==> config.mk <==
export PLATFORM = sky130hd
export DESIGN_NAME = time_calculate_flat
export DESIGN_NICKNAME = d
export VERILOG_FILES = /design/src/rtl/time_calculate_if.sv /design/src/rtl/time_calculate.sv /design/src/flat_wrapper.sv
export SDC_FILE = /design/constraint.sdc
export NUM_CORES = 1
export LEC_CHECK = 0
export ABC_AREA = 1
export ABC_CLOCK_PERIOD_IN_PS = 3200
export BUFFER_PORTS_ARGS = -buffer_cell sky130_fd_sc_hd__buf_2
export CAP_MARGIN = 30
export CORE_MARGIN = 2
export CORE_UTILIZATION = 40
export DETAILED_ROUTE_END_ITERATION = 8
export PLACE_DENSITY_LB_ADDON = 0.25
export SLEW_MARGIN = 20
export SYNTH_ARGS = -nofsm -noshare
export SYNTH_HDL_FRONTEND = slang
export SYNTH_SLANG_ARGS = --single-unit
==> constraint.sdc <==
create_clock -name clk -period 3.2 [get_ports clk]
set_input_delay 0.64 -clock clk [delete_from_list [all_inputs] [get_ports clk]]
set_output_delay 0.64 -clock clk [all_outputs]
set_load 0.02 [all_outputs]
==> src/rtl/time_calculate_if.sv <==
// Timestamp-pair request and elapsed-time result bundle for the parking-duration calculator.
// master drives the pair, slave (time_calculate) returns the result and statistics.
interface time_calculate_if #(
  parameter int WIDTH     = 8,
  parameter int SUM_WIDTH = 16
);
  logic                 in_valid;
  logic [WIDTH-1:0]     time_in;
  logic [WIDTH-1:0]     time_out;
  logic [WIDTH-1:0]     time_total;
  logic                 out_valid;
  logic                 wrapped;
  logic [SUM_WIDTH-1:0] total_sum;
  logic [7:0]           car_count;

  modport master (
    output in_valid, time_in, time_out,
    input  time_total, out_valid, wrapped, total_sum, car_count
  );

  modport slave (
    input  in_valid, time_in, time_out,
    output time_total, out_valid, wrapped, total_sum, car_count
  );
endinterface

==> src/rtl/time_calculate.sv <==
// Parking-duration calculator: registered (exit - entry) mod 2^WIDTH with rollover flag and stats.
// Define TIME_CALC_SATURATE_EN to reject rollover pairs (result 0, statistics untouched).
module time_calculate #(
  parameter int WIDTH     = 8,
  parameter int SUM_WIDTH = 16
) (
  input  logic              clk,
  input  logic              rst,
  time_calculate_if.slave   bus
);

  logic                 is_wrap;
  logic [WIDTH-1:0]     diff;
  logic [WIDTH-1:0]     result;
  logic                 stats_en;
  logic [SUM_WIDTH:0]   sum_ext;

  always_comb begin
    is_wrap = bus.time_out < bus.time_in;
    diff    = bus.time_out - bus.time_in;
`ifdef TIME_CALC_SATURATE_EN
    result   = is_wrap ? '0 : diff;
    stats_en = !is_wrap;
`else
    result   = diff;
    stats_en = 1'b1;
`endif
    // one extra bit catches the carry so the sum can clamp instead of wrapping
    sum_ext = {1'b0, bus.total_sum} + {{(SUM_WIDTH + 1 - WIDTH){1'b0}}, result};
  end

  always_ff @(posedge clk) begin
    if (rst) begin
      bus.time_total <= '0;
      bus.out_valid  <= 1'b0;
      bus.wrapped    <= 1'b0;
      bus.total_sum  <= '0;
      bus.car_count  <= '0;
    end else begin
      bus.out_valid <= bus.in_valid;
      if (bus.in_valid) begin
        bus.time_total <= result;
        bus.wrapped    <= is_wrap;
        if (stats_en) begin
          bus.total_sum <= sum_ext[SUM_WIDTH] ? '1 : sum_ext[SUM_WIDTH-1:0];
          if (bus.car_count != 8'hFF)
            bus.car_count <= bus.car_count + 8'd1;
        end
      end
    end
  end

endmodule

==> src/flat_wrapper.sv <==
// flat-port wrapper written by rule: the top's interface ports become plain ports
module time_calculate_flat 
#(
  parameter int WIDTH     = 8,
  parameter int SUM_WIDTH = 16
)
  (clk, rst, bus_in_valid, bus_time_in, bus_time_out, bus_time_total, bus_out_valid, bus_wrapped, bus_total_sum, bus_car_count);
  time_calculate_if #(.WIDTH(WIDTH), .SUM_WIDTH(SUM_WIDTH)) bus_i ();
  input  logic clk;
  input  logic rst;
  input wire logic [$bits(bus_i.in_valid)-1:0] bus_in_valid;
  input wire logic [$bits(bus_i.time_in)-1:0] bus_time_in;
  input wire logic [$bits(bus_i.time_out)-1:0] bus_time_out;
  output wire logic [$bits(bus_i.time_total)-1:0] bus_time_total;
  output wire logic [$bits(bus_i.out_valid)-1:0] bus_out_valid;
  output wire logic [$bits(bus_i.wrapped)-1:0] bus_wrapped;
  output wire logic [$bits(bus_i.total_sum)-1:0] bus_total_sum;
  output wire logic [$bits(bus_i.car_count)-1:0] bus_car_count;
  assign bus_i.in_valid = bus_in_valid;
  assign bus_i.time_in = bus_time_in;
  assign bus_i.time_out = bus_time_out;
  assign bus_time_total = bus_i.time_total;
  assign bus_out_valid = bus_i.out_valid;
  assign bus_wrapped = bus_i.wrapped;
  assign bus_total_sum = bus_i.total_sum;
  assign bus_car_count = bus_i.car_count;
  time_calculate #(.WIDTH(WIDTH), .SUM_WIDTH(SUM_WIDTH)) u_core (.clk(clk), .rst(rst), .bus(bus_i));
endmodule
==> results.toml, run 1 <==
[worst_setup_path]
critPathArrivalTime_ns = 3.13
cp_max_fo = 5
cp_top_family = "simple AND/OR/NAND/NOR gates"
cp_num_buf_inv = 4
slowest_stage = "fa_1"
endpoint_kind = "register"
critPathKind = "in -> reg"
crit_path_start_kind = "input port"
required_ns = 3.43
crit_chain = "buf_2 > inv_1 > ha_1 > inv_1 > fa_1 > nand3_1 > nand2_1 > or2_2 > nand2_1 > inv_1 > ha_1 > nand2_2 > nor2_1 > nand3_1 > nand2_2 > nand4_2 > nand2_1 > nor2_1 > nor2_1"
cpPeakStageDelay_ns = 0.43

[clock_tree]
clock_latency_ns = 0.29
cts.clk_slew.worst_paths_ns = 0.07
cts_tree = "done"
cts_buffers = 5
max-clock-path-buffers = 2
cts_setup_buffers = 0
cts_root_buffer = "clkbuf_8"
cts.sinks = 34
ctsResizeCount = 0
htreeDepth = 2
cts_hold_buf = 0

[global_routing]
grt-ovfl-total = 0
grt_max_degree = 22
antenna_found_initial = 0
grt_pass1_vias = 2154
grt_pass1_wl_mm = 9.01
grt_use_total = 0.176

[pwr]
power_density_nw_per_um2 = 466
p_leak_uw = 0.00149
ir_worst_vdd_uv = 163

[detailed_routing]
drt-total-wl_mm = 5.26
vias = 2287
firstDrtPassIters = 4
remaining_drc_errors = 0
wl_per_cell_um = 11.2
drt-vias-per-instance = 4.89
postRouteAntennaNets = 0
drtIter0Drc = 61

[timing]
fin_crit_sh = 0.907
max_freq_mhz = 345
tightest_slew_ns = 0.572
post-route-min-period_ns = 2.90
rsz0062_at_grt = "false"
drv_slew = 0
setup-violations-final = 0
skew_ns = 0.00506
slew_headroom = 0.618
hold_violations = 0

[cells_and_area]
utilization = 0.494
antenna_cells = 0
stdcell_area_um2 = 2760
layout-drive-gt1-share = 0.207
syn2layout_area_growth_pct = 18.1
fin_nets = 433

[floorplanning]
initial_utilization = 0.419
boundaryPins = 53
dieArea_um2 = 6460
num_rows = 27
die_height_um = 80.4
core_area_um2 = 5570
die_w_um = 80.4

[synthesis]
syn-instance-count = 342
ys_async_sr_fraction = 0
synthTopCellsByArea = "dfxtp_1 (29%), nand2_1 (10%), ha_1 (9.1%)"
syn_avg_cell_area_um2 = 6.82
synth_ff_type = "dfxtp_1"
ys_warn_count = 0
yosysTopAreaCell = "dfxtp_1"
synth.distinct_cells = 33
synth-seq-cells = 34
yosysTopAreaCellShare = 0.292
syn-num-nets = 380
synth_enable_flop_cells = 0
synth_area_um2 = 2330
yosysSeqAreaShare = 0.292

[placement]
dp_hpwl_mm = 4.16
place.gp.congestion = 0.812
place_area_um2 = 2660
io_buffers = 52

[run_status]
status = "finished clean"

[job]
drv_cap = 0

[worst_hold_path]
hp-class = "reg -> reg"
-- path summary, 6_finish.rpt --
path / start / cells past startpoint / endpoint / slack [ns]
worst max-delay path: bus_time_out[0] / 19 / u_core.bus.total_sum[13] / 0.30
worst min-delay path: u_core.bus.wrapped / 2 / u_core.bus.wrapped / 0.48
worst max register to register: u_core.bus.total_sum[0] / 10 / u_core.bus.total_sum[7] / 1.29
worst min register to register: u_core.bus.wrapped / 2 / u_core.bus.wrapped / 0.48
-- synth_stat cells, types with 3 or more instances --
library cell  number
nand2_2            7
a31oi_1            5
ha_1              17
nand3_1           30
inv_1             46
dfxtp_1           34
a21oi_1           23
nor2_1            49
nand2_1           64
o21ai_0           19
nand4_1            3
xor2_1             5
xnor2_1            5
clkbuf_1           4
inv_2              4
-- per-stage QoR --
step | setup WS (ns) | total power (uW) | TNS [ns] | hold WS (ns) | std cells
final | 0.298 | 1280 | 0 | 0.475 | 468
after detailed placement | -0.0146 | 961 | -0.0659 | 0.465 | 460
after CTS | 0.289 | 1300 | 0 | 0.475 | 468
after global routing | 0.0127 | 1390 | 0 | 0.504 | 468
after global placement | 0.0372 | 956 | 0 | 0.460 | 460
after floorplan | 0.297 | 848 | 0 | 0.540 | 342
-- cells by family (layout without fill, tap and decap cells) --
kind of cell	after synthesis	after routing	share of synthesized area
DFF	34	34	0.292
AOI/OAI and AO/OA	54	54	0.124
adders and majority gates	19	19	0.108
xor gates and xnor gates	10	10	0.0375
buffers and inverters	58	112	0.101
and+or+nand+nor	167	167	0.338
-- worst min-delay path: cells and delay by family, from the launching register on --
kind	cells	cell delay, ns
AO/OA/AOI/OAI	1	0.06
flip-flops	1	0.31
AND/OR/NAND/NOR	1	0.06
-- registers in the layout (all words and copies together) (netlist names) --
signal / count
u_core.bus.wrapped: 1
u_core.bus.car_count: 8
u_core.bus.out_valid: 1
u_core.bus.total_sum: 16
u_core.bus.time_total: 8
-- routing by layer --
layer / vias up / GRT usage / wire (um)
li1: 1217 / - / -
met1: 1008 / 0.207 / 2430
met2: 56 / 0.317 / 2500
met3: 6 / 0.0371 / 254
met4: 0 / 0.0559 / 72
met5: - / 0 / 0
-- where the power goes --
group          internal, uW  leakage (uW)  switching (uW)
Combinational           172       0.00116             293
Clock                   174     0.0000482             160
Sequential              457      0.000279            27.8
Total                   803       0.00149             480
-- layout by cell type, fill, tap and decap left out, drive strengths merged --
master / n
inv: 50
nor4: 4
dfxtp: 34
or2: 2
nand3: 30
xor2: 5
nand4: 4
xnor2: 5
clkbuf: 7
a21oi: 23
o31ai: 1
clkinv: 1
a21boi: 1
a21o: 2
nor2: 51
fa: 2
nor3: 2
nor3b: 1
ha: 17
a211oi: 1
o21ai: 21
a31oi: 5
nand2: 73
buf: 54
-- final cells by class --
cell class / count / area (um2)
Fill cell: 599 / 2820
Inverter: 50 / 188
Clock buffer: 7 / 86.3
Timing Repair Buffer: 54 / 288
Sequential cell: 34 / 681
Clock inverter: 1 / 5.00
Multi-Input combinational cell: 250 / 1420
Tap cell: 72 / 90.1
(Power assumes the default switching activity.)
==> run 2: changes to the inputs <==
--- a/config.mk
+++ b/config.mk
@@ -13,5 +13,4 @@
 export CORE_UTILIZATION = 40
 export DETAILED_ROUTE_END_ITERATION = 8
-export PLACE_DENSITY_LB_ADDON = 0.25
 export SLEW_MARGIN = 20
 export SYNTH_ARGS = -nofsm -noshare
==> constraint.sdc (replaced) <==
create_clock -name clk -period 3.2 [get_ports clk]
set_input_delay 0.96 -clock clk [delete_from_list [all_inputs] [get_ports clk]]
set_output_delay 0.96 -clock clk [all_outputs]
set_load 0.02 [all_outputs]
==> run 2 against run 1 <==
Effect of this change: sequential power is essentially flat; highest routed layer unchanged; die area is the same; via count grew 4.7%; power grew 6.1%; non-clock buffer count grew 23; sequential share of layout area shrank 2.1 points.
==> results.toml, run 2 (same netlist as run 1, synthesis figures left out) <==
[worst_setup_path]
critPathKind = "in -> reg"
crit_path_start_kind = "input port"
cp_max_fo = 6
critPathArrivalTime_ns = 3.24
endpoint_kind = "register"
cp-startpoint = "bus_time_out[0]"
reg2reg_from = "u_core.bus.total_sum[0]"
required_ns = 3.37

[clock_tree]
clock_latency_ns = 0.28
cts_root_buffer = "clkbuf_8"
cts.sinks = 34
cts_tree = "done"
cts_hold_buf = 0
cts_buffers = 5
max-clock-path-buffers = 2
htreeDepth = 2
cts.clk_slew.worst_paths_ns = 0.07

[cells_and_area]
multi_input_area_um2 = 1520
layout_commonest_cell = "nand2_1"
fillCellCount = 571
layout.cells.non_filler = 490
largest_register_ffs = 16
syn2layout_area_growth_pct = 28.8
top_regs = "u_core.bus.total_sum x16, u_core.bus.car_count x8, u_core.bus.time_total x8"
layout-drive-gt1-share = 0.299
fin_nets = 456
layout_common_cells = "nand2_1 (60), buf_2 (52), nor2_1 (48)"
seq_area_um2 = 681
top_register = "u_core.bus.total_sum"
stdcell_area_um2 = 3010
antenna_cells = 0

[timing]
post-route-min-period_ns = 3.07
layout_setup_ws_ns = 0.131
hold_violations = 0
skew_ns = 0.00378
slew_headroom = 0.590
drv_slew = 0
setup-violations-final = 0
whs_ns = 0.472
tightest_slew_ns = 0.614
fin_crit_sh = 0.959
max_freq_mhz = 326

[floorplanning]
boundaryPins = 53
num_rows = 27
dieArea_um2 = 6460
initial_utilization = 0.419
die_w_um = 80.4
die_height_um = 80.4
core_area_um2 = 5570

[detailed_routing]
drtIter0Drc = 102
vias = 2395
postRouteAntennaNets = 0
wl_per_cell_um = 11.5
remaining_drc_errors = 0
drt-total-wl_mm = 5.62
drt-vias-per-instance = 4.89
firstDrtPassIters = 4

[worst_hold_path]
hp-start = "u_core.bus.wrapped"
hp-class = "reg -> reg"

[global_routing]
grt-ovfl-total = 0
grt_use_total = 0.185
antenna_found_initial = 0
grt_pass1_wl_mm = 9.38
grt_pass1_vias = 2217
grt_max_degree = 22

[run_status]
status = "finished clean"

[placement]
place_area_um2 = 2810
io_buffers = 52
dp_hpwl_mm = 4.25
place.gp.congestion = 0.863
placed_cells = 480
dp_worst_setup_slack_ns = -0.231

[pwr]
p_leak_uw = 0.00159
ir_worst_vdd_uv = 180
power_uw = 1360
power_density_nw_per_um2 = 453

[job]
drv_cap = 0
-- run 2: cell count changes in the layout (fill, tap and decap cells not counted), moves of 2 or more --
cell | previous run | this run
ha_2 | 0 | 3
buf_4 | 1 | 24
nand2_2 | 7 | 11
ha_1 | 17 | 12
nand3_2 | 0 | 4
inv_2 | 4 | 6
a21oi_1 | 23 | 21
nand2_1 | 64 | 60
inv_1 | 46 | 44
ha_4 | 0 | 2
a21oi_2 | 0 | 2
nand3_1 | 30 | 26
-- run 2: cell type report --
cell class / instances / area share
timing repair buffer: 77 / 0.150
inverter: 50 / 0.0624
clock buffer: 7 / 0.0254
tap: 72 / 0.0300
sequential: 34 / 0.226
multi-input combinational: 250 / 0.506
-- run 2: stage by stage --
step / util / TNS [ns]
finish: 0.539 / 0
global route: 0.539 / -0.0272
CTS: 0.519 / 0
detailed placement: 0.505 / -3.06
global placement: 0.505 / -2.67
floorplan: - / 0
-- run 2: what timing repair did --
item | CTS | global route
endpoints found under the setup margin | 0 | 16
setup buffers | 0 | 3
resized for setup | 0 | 25
-- run 2: worst max-delay path, stage by stage --
cell and delay, ns:
buf_2 0.09, inv_1 0.05, ha_2 0.16, inv_2 0.04
fa_2 0.40, buf_4 0.15, xor2_2 0.18, ha_2 0.39
nand2_1 0.07, nand3_1 0.10, nand3_1 0.11, nand2_2 0.17
nand2_2 0.10, nor4_1 0.20, nor2_1 0.06
-- run 2: where the power goes --
| part | internal (uW) | switching [uW] | leakage, uW |
|---|---|---|---|
| combinational | 253 | 325 | 0.00128 |
| clock | 150 | 147 | 0.0000383 |
| sequential | 457 | 30.8 | 0.000279 |
-- run 2: metal layers --
layer / global-route usage / vias up / share of wire
met4: 0.0678 / 0 / 0.017
met3: 0.0416 / 8 / 0.050
li1: - / 1255 / -
met2: 0.322 / 54 / 0.47
met5: 0 / - / 0
met1: 0.222 / 1078 / 0.46
-- run 2: worst paths after layout --
check	endpoint	slack [ns]	cells after the start
max reg2reg	u_core.bus.total_sum[7]	1.30	10
max	u_core.bus.total_sum[12]	0.13	15
min	u_core.bus.wrapped	0.47	2
min reg2reg	u_core.bus.wrapped	0.47	2
